$ cat src/rtl/quad_encoder_gen.sv
// quad_encoder_gen
//   Quadrature signal generator. Walks an internal 32-bit position toward a
//   commanded target one count per A/B edge, with a programmable minimum
//   spacing between edges, and emits a once-per-revolution index pulse.
//
// Ports:
//   clk          system clock
//   reset        synchronous active-high reset
//   enable       1 = edges allowed; 0 = outputs hold (spacing timer keeps running)
//   target       commanded position, two's complement, modular
//   edge_period  minimum clocks between consecutive edges (0 behaves as 1)
//   quadA/quadB  registered quadrature outputs
//   index        registered, high while the emitted count sits at rev_cnt==0
//   pos          current emitted position
//   busy         enable && pos != target (combinational)
//   dbg_state    FSM state for observation: 0 = IDLE, 1 = HOLD
//
// Handshake: there is none; target and edge_period are level inputs that are
// sampled only at a step decision (IDLE state).
module quad_encoder_gen #(
  parameter int CPR      = 2000,
  parameter int PERIOD_W = 16
) (
  input  logic                clk,
  input  logic                reset,
  input  logic                enable,
  input  logic [31:0]         target,
  input  logic [PERIOD_W-1:0] edge_period,
  output logic                quadA,
  output logic                quadB,
  output logic                index,
  output logic [31:0]         pos,
  output logic                busy,
  output logic                dbg_state
);

  localparam int            RW       = (CPR > 1) ? $clog2(CPR) : 1;
  localparam logic [RW-1:0] REV_LAST = RW'(CPR - 1);

  typedef enum logic {IDLE = 1'b0, HOLD = 1'b1} state_t;

  state_t              state, state_n;
  logic [PERIOD_W-1:0] timer, timer_n;
  logic [PERIOD_W-1:0] gap_m1;
  logic [RW-1:0]       rev_cnt, rev_n;
  logic [31:0]         pos_n;
  logic [31:0]         diff;

  // Modular distance; its sign bit picks the short way round the 2^32 circle.
  assign diff   = target - pos;
  // Clocks to sit in HOLD after a step; edge_period of 0 collapses to 1.
  assign gap_m1 = (edge_period == '0) ? '0 : edge_period - PERIOD_W'(1);

  always_comb begin
    state_n = state;
    timer_n = timer;
    pos_n   = pos;
    rev_n   = rev_cnt;
    case (state)
      IDLE: begin
        if (enable && (diff != '0)) begin
          if (!diff[31]) begin
            pos_n = pos + 32'd1;
            rev_n = (rev_cnt == REV_LAST) ? '0 : rev_cnt + RW'(1);
          end else begin
            pos_n = pos - 32'd1;
            rev_n = (rev_cnt == '0) ? REV_LAST : rev_cnt - RW'(1);
          end
          timer_n = gap_m1;
          if (gap_m1 != '0) state_n = HOLD;
        end
      end
      HOLD: begin
        // Runs regardless of enable so spacing is preserved across pauses.
        timer_n = timer - PERIOD_W'(1);
        if (timer <= PERIOD_W'(1)) state_n = IDLE;
      end
      default: state_n = IDLE;
    endcase
  end

  always_ff @(posedge clk) begin
    if (reset) begin
      state   <= IDLE;
      timer   <= '0;
      pos     <= '0;
      rev_cnt <= '0;
      quadA   <= 1'b0;
      quadB   <= 1'b0;
      index   <= 1'b1;
    end else begin
      state   <= state_n;
      timer   <= timer_n;
      pos     <= pos_n;
      rev_cnt <= rev_n;
      // Gray-coded phase from the low two bits: up order (A,B) 00,10,11,01.
      quadA   <= pos_n[1] ^ pos_n[0];
      quadB   <= pos_n[1];
      index   <= (rev_n == '0);
    end
  end

  assign busy      = enable && (pos != target);
  assign dbg_state = (state == HOLD);

endmodule

$ cat config.mk
export PLATFORM = sky130hd
export DESIGN_NAME = quad_encoder_gen
export DESIGN_NICKNAME = d
export VERILOG_FILES = /design/src/rtl/quad_encoder_gen.sv
export SDC_FILE = /design/constraint.sdc
export NUM_CORES = 1
export LEC_CHECK = 0
export BUFFER_PORTS_ARGS = -buffer_cell sky130_fd_sc_hd__buf_2
export CAP_MARGIN = 20
export CORE_MARGIN = 2
export CORE_UTILIZATION = 30
export DETAILED_ROUTE_END_ITERATION = 10
export GPL_TIMING_DRIVEN = 0
export PLACE_DENSITY = 0.54
export SETUP_SLACK_MARGIN = 0.05
export SYNTH_ARGS = -nofsm -noshare
export SYNTH_HDL_FRONTEND = slang
export SYNTH_SLANG_ARGS = --single-unit
$ cat constraint.sdc
create_clock -name clk -period 8.7 [get_ports clk]
set_input_delay 1.74 -clock clk [delete_from_list [all_inputs] [get_ports clk]]
set_output_delay 1.74 -clock clk [all_outputs]
set_load 0.01 [all_outputs]
==> summary.txt, run 1 <==
Final layout
  • Footprint of the multi-input gates: 0.005602 mm^2
  • Highest-count cells in the layout ignoring fill and taps: nor2_1 (149), a21oi_1 (109), buf_2 (100), nand2_1 (75), ha_1 (67)
  • Most common cell after layout, fill and taps aside: nor2_1
  • FF/Latch Area: 0.001241 mm^2
  • Area growth syn-to-layout: 15.51%
  • Layout Nets: 1226
  • # diodes: 0
  • Fillers: 2672
  • Layout cell share with drive strength beyond 1: 14.32%

Setup path
  • Crit path launch type: primary input
  • Crit path DAT: 7.78 ns
  • Setup CP Type: primary input to flip-flop
  • CP Max Fanout: 37
  • CP endpoint kind: flip-flop
  • Flop-to-flop setup slack: 2.03 ns
  • CP required: 8.92 ns

Detailed routing
  • Post-route ant nets: 0
  • Drt first pass iters: 5
  • Routed len/inst: 16.64 um
  • Post-Route WL: 23870 um
  • Via/cell ratio: 5.350
  • DR DRC count: 0
  • Vias: 7672
  • Drt first-iter violations: 553

Clocking
  • CTS max path bufs: 2
  • Clock transition at path regs: 0.06 ns
  • Inserted Clock Buffers: 9
  • Skew-Pair Late Insertion Delay: 0.35 ns
  • Cts repair resizes: 0
  • CTS Sinks: 62
  • Post-CTS setup buffers: 0
  • Clock tree root driver cell: clkbuf_16
  • CTS tree: built
  • Number of H-tree levels: 3
  • Hold buffers post-CTS: 0

Flow run
  • MaxCap Viol Count: 0

STA
  • Final period util: 86.90%
  • # setup viols final: 0
  • Max Freq: 0.1323 GHz
  • Final Hold Vio Count: 0
  • Skew final: 0.01563 ns
  • Pins over their slew limit: 0
  • Worst-margin pin slew: 0.7894 ns
  • Setup TNS: 0 ns
  • Slew margin rel.: 47.37%
  • Unrepaired setup endpoints after global routing: no
  • Post-route minimum period: 7.560 ns

Synth
  • Mapped Nets: 1128
  • Post-synthesis sequential area ratio: 17.02%
  • Syn Inst Count: 1008
  • Async S/R FF share, synth: 0%
  • Synth Area in XOR/XNOR: 6.968%
  • Cell area after synthesis: 0.007291 mm^2
  • Synth Register Bits: 62
  • Multiplexer share of the synthesized area: 3.655%
  • Number of synthesized flops with an enable pin: 0
  • Syn avg cell area: 7.233 um^2
  • Synth Area in Simple Gates: 25.81%
  • Compound-Gate Fraction of Synth Area: 28.35%
  • Largest family of logic cells by synthesized area: compound AO/OA/AOI/OAI gates
  • Post-synthesis adder-cell area fraction: 12.05%
  • Synth cell types: 80
  • Synthesis warning total: 0
  • Synth Flop Type: dfxtp_1

Placement
  • DP HPWL: 18980 um
  • Routability-driven placement congestion ratio: 0.8914
  • Port bufs: 87

GRT
  • GR Overflow Total: 0
  • Largest net degree at the start of global routing: 38
  • Initial antenna violation count: 0
  • Gr usage total: 18.60%
  • Vias in the first global route: 7249
  • First-pass GRT wire length: 38090 um

Pwr
  • Pwr/cell area: 399.9 mW/mm^2
  • Pwr Total: 3368 uW
  • Maximum vdd drop: 131.1 uV
  • Leak: 0.003585 uW

Floorplanning
  • Initial Util: 30.24%
  • IO Pins: 88
  • Die H: 159.9 um
  • # rows: 57
  • Die area: 0.02556 mm^2
  • Core area: 0.02411 mm^2
  • Die X: 159.9 um

Worst hold path
  • Worst hold path type: flip-flop to flip-flop

Outcome
  • Status: finished clean
-- per-layer routing --
metal / routed length, um / track usage, % / share of wire, % / up-vias
li1: - / - / - / 3864
met1: 11490 / 25.90 / 48 / 3575
met2: 10870 / 30.26 / 46 / 208
met3: 1078 / 2.052 / 4.5 / 25
met4: 427 / 5.569 / 1.8 / 0
met5: 0 / 0 / 0 / -
-- cell type report --
cell class                 instances  area share, %
sequential                        62          14.74
timing repair buffer              87          5.170
multi-input combinational        848          66.51
clock buffer                      12          2.927
tap                              324          4.814
inverter                          56          2.496
buffer                            42          2.823
clock inverter                     3         0.5200
-- logic make-up (layout without fill, tap and decap cells) --
family,after synthesis,after routing
adders and majority gates,69,69
AOI/OAI and AO/OA,311,311
buffers and inverters,98,200
muxes,24,24
xor gates and xnor gates,58,58
DFF,62,62
and+or+nand+nor,386,386
-- final timing paths --
| kind | from | endpoint | cells past startpoint |
|---|---|---|---|
| max | target[20] | pos[31]$_SDFFE_PP0P_ | 25 |
| max reg2reg | quadB$_SDFF_PP0_ | pos[31]$_SDFFE_PP0P_ | 24 |
| min | timer[15]$_SDFFE_PP0P_ | timer[15]$_SDFFE_PP0P_ | 2 |
| min reg2reg | timer[15]$_SDFFE_PP0P_ | timer[15]$_SDFFE_PP0P_ | 2 |
-- state kept, by name, indices dropped and copies added, names as in the netlist --
register	cells
index	1
quadA	1
dbg_state	1
pos	31
rev_cnt	11
timer	16
quadB	1
-- synth_stat cells (11+ instances only) --
| master | count | area (um^2) |
|---|---|---|
| nor2_1 | 149 | 559.3 |
| a21oi_1 | 109 | 545.5 |
| nand2_1 | 75 | 281.5 |
| ha_1 | 67 | 838.3 |
| dfxtp_1 | 62 | 1241 |
| inv_1 | 55 | 206.5 |
| o21ai_0 | 43 | 215.2 |
| xnor2_1 | 36 | 315.3 |
| a21o_1 | 23 | 172.7 |
| xor2_1 | 22 | 192.7 |
| mux2i_1 | 21 | 210.2 |
| nor3_1 | 20 | 100.1 |
| clkbuf_1 | 18 | 67.56 |
| or3_1 | 18 | 112.6 |
| nand3_1 | 16 | 80.08 |
| o211ai_1 | 15 | 112.6 |
| nand2b_1 | 14 | 87.58 |
| buf_2 | 13 | 65.06 |
| nand4_1 | 13 | 81.33 |
| and3_1 | 12 | 75.07 |
| a211oi_1 | 11 | 82.58 |
| nor2b_1 | 11 | 68.82 |
-- worst max-delay path, stage by stage --
cell,delay [ns]
buf_2,0.10
ha_1,0.27
buf_4,0.16
a21oi_1,0.20
a21oi_1,0.25
a211oi_1,0.10
and3_1,0.23
or4_1,0.55
a21oi_2,0.18
nand2_1,0.17
inv_2,0.60
ha_1,0.42
a21oi_1,0.34
o211ai_1,0.21
a221oi_1,0.48
o21bai_1,0.19
a311o_1,0.31
a31o_2,0.26
a31oi_1,0.33
o211ai_1,0.13
o21ai_0,0.11
xnor2_1,0.15
nand2_1,0.12
xor2_1,0.14
nor2_1,0.05
-- metrics by stage --
step                cells  area, um^2  worst slack (ns)  hold WS (ns)  util [%]
finish               1434        8422             1.140        0.5070     34.94
global route         1434        8422            0.5330        0.5368     34.94
CTS                  1434        8422             1.178        0.5075     34.94
detailed placement   1419        8132            0.7932        0.4975     33.73
global placement     1419        8132            0.7715        0.4890     33.73
floorplan            1008        7291             2.031        0.4622         -
-- power breakdown --
part / internal (uW) / total [uW] / switching (uW)
Combinational: 1050 / 2520 / 1470
Clock: 229 / 370 / 142
Sequential: 374 / 475 / 101
Note: power is estimated with default switching activity, not from simulation.
==> run 2: changes to the inputs <==
CORE_UTILIZATION = 40   (was 30)
PLACE_DENSITY = 0.65   (was 0.54)
==> summary.txt, run 2 (synthesis results as in run 1) <==
Detailed routing
  • Post-Route WL: 22010 um (-7.8%)
  • Post-route ant nets: 0 (unchanged)
  • DR DRC count: 0 (unchanged)
  • Drt first pass iters: 5 (unchanged)
  • Via/cell ratio: 5.737 (+7.2%)
  • Drt first-iter violations: 537 (-2.9%)
  • Vias: 7687 (+0.20%)
  • Routed len/inst: 16.43 um (-1.3%)

GRT
  • Vias in the first global route: 7036 (-2.9%)
  • GRT busiest layer: met2
  • Initial antenna violation count: 0 (unchanged)
  • Met3 GRT Util: 2.659% (+0.61 points)
  • Largest net degree at the start of global routing: 38 (unchanged)
  • First-pass GRT wire length: 35240 um (-7.5%)
  • Met1 GRT Util: 31.89% (+6.0 points)
  • GR Overflow Total: 0 (unchanged)
  • GR Layer Usage met2: 34.64% (+4.4 points)
  • Gr usage total: 22.12% (+3.5 points)

STA
  • Skew final: 0.005759 ns (-0.009876 ns)
  • Post-route minimum period: 7.620 ns (+0.05965 ns)
  • Final Hold Vio Count: 0 (unchanged)
  • Max Freq: 0.1312 GHz (-0.78%)
  • Final period util: 87.58% (+0.69 points)
  • # setup viols final: 0 (unchanged)
  • Worst-margin pin slew: 0.7367 ns (-0.05276 ns)
  • Slew margin rel.: 50.82% (+3.4 points)
  • Pins over their slew limit: 0 (unchanged)
  • Setup TNS: 0 ns (unchanged)
  • Unrepaired setup endpoints after global routing: no

Worst hold path
  • Hold Crit Depth: 2 (unchanged)
  • HP Start: timer[15]$_SDFFE_PP0P_
  • Worst hold path type: flip-flop to flip-flop
  • Min-Delay Endpoint: timer[15]$_SDFFE_PP0P_

Placement
  • Placed Cells incl. Taps: 1324 (-6.7%)
  • Port bufs: 87 (unchanged)
  • Routability-driven placement congestion ratio: 0.9342 (+4.8%)
  • DP HPWL: 17460 um (-8.0%)
  • DP Area: 0.008013 mm^2 (-1.5%)

Outcome
  • Status: finished clean

Pwr
  • Pwr/cell area: 403.6 mW/mm^2 (+0.93%)
  • Leak: 0.003593 uW (+0.22%)
  • Maximum vdd drop: 191.2 uV (+46%)

Clocking
  • CTS tree: built
  • Number of H-tree levels: 3 (unchanged)
  • Clock transition at path regs: 0.06 ns (about the same)
  • CTS Sinks: 62 (unchanged)
  • CTS max path bufs: 2 (unchanged)
  • Skew-Pair Late Insertion Delay: 0.33 ns (-0.02 ns)
  • Hold buffers post-CTS: 0 (unchanged)
  • Inserted Clock Buffers: 9 (unchanged)
  • Clock tree root driver cell: clkbuf_16
  • Cts repair resizes: 0 (unchanged)
  • Post-CTS setup buffers: 0 (unchanged)

Setup path
  • CP endpoint kind: flip-flop
  • Worst r2r dst: pos[31]$_SDFFE_PP0P_
  • CP Max Fanout: 37 (unchanged)
  • Flop-to-flop setup slack: 1.96 ns (-0.07 ns)
  • Slowest stage cell, crit path: inv_2
  • Reg2Reg Depth: 24 (unchanged)
  • Crit path launch type: primary input
  • Setup CP Type: primary input to flip-flop
  • Crit path DAT: 7.83 ns (+0.05 ns)
  • Critical path's largest stage delay: 0.59 ns (about the same)
  • CP required: 8.91 ns (about the same)
  • CP startpoint: target[9]
  • RR Startpoint: quadB$_SDFF_PP0_
  • Critical Path Most Common Cell: nand2_1

Final layout
  • Highest-count cells in the layout ignoring fill and taps: nor2_1 (149), a21oi_1 (109), buf_2 (100), nand2_1 (75), ha_1 (67)
  • Layout cell share with drive strength beyond 1: 14.58% (+0.26 points)
  • Top reg by flops: pos
  • Layout Nets: 1226 (unchanged)
  • # diodes: 0 (unchanged)
  • Most common cell after layout, fill and taps aside: nor2_1
  • Fillers: 1840 (-31%)
  • Final Non-Filler Cells: 1340 (-6.6%)
  • Max reg flops: 31 (unchanged)
  • Area growth syn-to-layout: 14.30%
  • Post-Layout Inst Area: 0.008333 mm^2 (-1.1%)
  • Finished Core Util: 46.55% (+12 points)
  • Leading registers by flop count: pos: 31 flops, timer: 16 flops, rev_cnt: 11 flops

Floorplanning
  • Core area: 0.01790 mm^2 (-26%)
  • Die area: 0.01932 mm^2 (-24%)
  • Die X: 139.0 um (-13%)
  • IO Pins: 88 (unchanged)
  • # rows: 49 (-14%)
  • Initial Util: 40.73% (+10 points)
  • Die H: 139.0 um (-13%)

Flow run
  • MaxCap Viol Count: 0 (unchanged)
## run 2: changes by cell type in the layout (fill, tap and decap cells not counted), sizes merged
cell,previous run,this run
inv,57,56
clkinvlp,0,2
## run 2: through the flow
step                      hold WS [ns]  power, uW  setup slack (ns)
after floorplan                 0.4622       2393             2.031
after global placement          0.4913       2916            0.8469
after global routing            0.5299       3675            0.5935
final                           0.5103       3363             1.080
after CTS                       0.5065       3337             1.159
after detailed placement        0.4956       2931            0.8289
## run 2: layer usage
| metal | part of all wire [%] | wire (um) |
|---|---|---|
| met2 | 43 | 9568 |
| met1 | 48 | 10660 |
| met4 | 2.5 | 543 |
| met3 | 5.6 | 1236 |
| met5 | 0 | 0 |
## run 2: how the worst max path moves through the flow
| stage | endpoint | slack [ns] | cells after the start |
|---|---|---|---|
| floorplan | pos[31]$_SDFFE_PP0P_ | 2.03 | 24 |
| global placement | pos[31]$_SDFFE_PP0P_ | 0.85 | 25 |
| detailed placement | pos[31]$_SDFFE_PP0P_ | 0.83 | 25 |
| CTS | pos[31]$_SDFFE_PP0P_ | 1.16 | 25 |
| global route | pos[31]$_SDFFE_PP0P_ | 0.59 | 25 |
| finish | pos[31]$_SDFFE_PP0P_ | 1.08 | 25 |
## run 2: where the power goes
group          switching, uW  internal, uW
registers               98.1           374
clock network            139           246
logic                   1460          1050
total                   1690          1670
## run 2: area by class of cell
cell class | count | area, um^2 | area share (%)
Multi-Input combinational cell | 848 | 5602 | 67.22
Sequential cell | 62 | 1241 | 14.89
Timing Repair Buffer | 87 | 435.4 | 5.225
Tap cell | 229 | 286.5 | 3.438
Clock buffer | 12 | 266.5 | 3.198
Buffer | 42 | 237.7 | 2.853
Inverter | 56 | 210.2 | 2.523
Clock inverter | 4 | 53.80 | 0.6456
## run 2: critical path: cells and delay by family
kind | cells | cell delay [ns]
buffers and inverters | 3 | 0.87
AO/OA/AOI/OAI | 12 | 3.00
AND/OR/NAND/NOR | 6 | 1.19
adder cells (fa/ha/maj) | 2 | 0.68
XOR/XNOR | 2 | 0.32
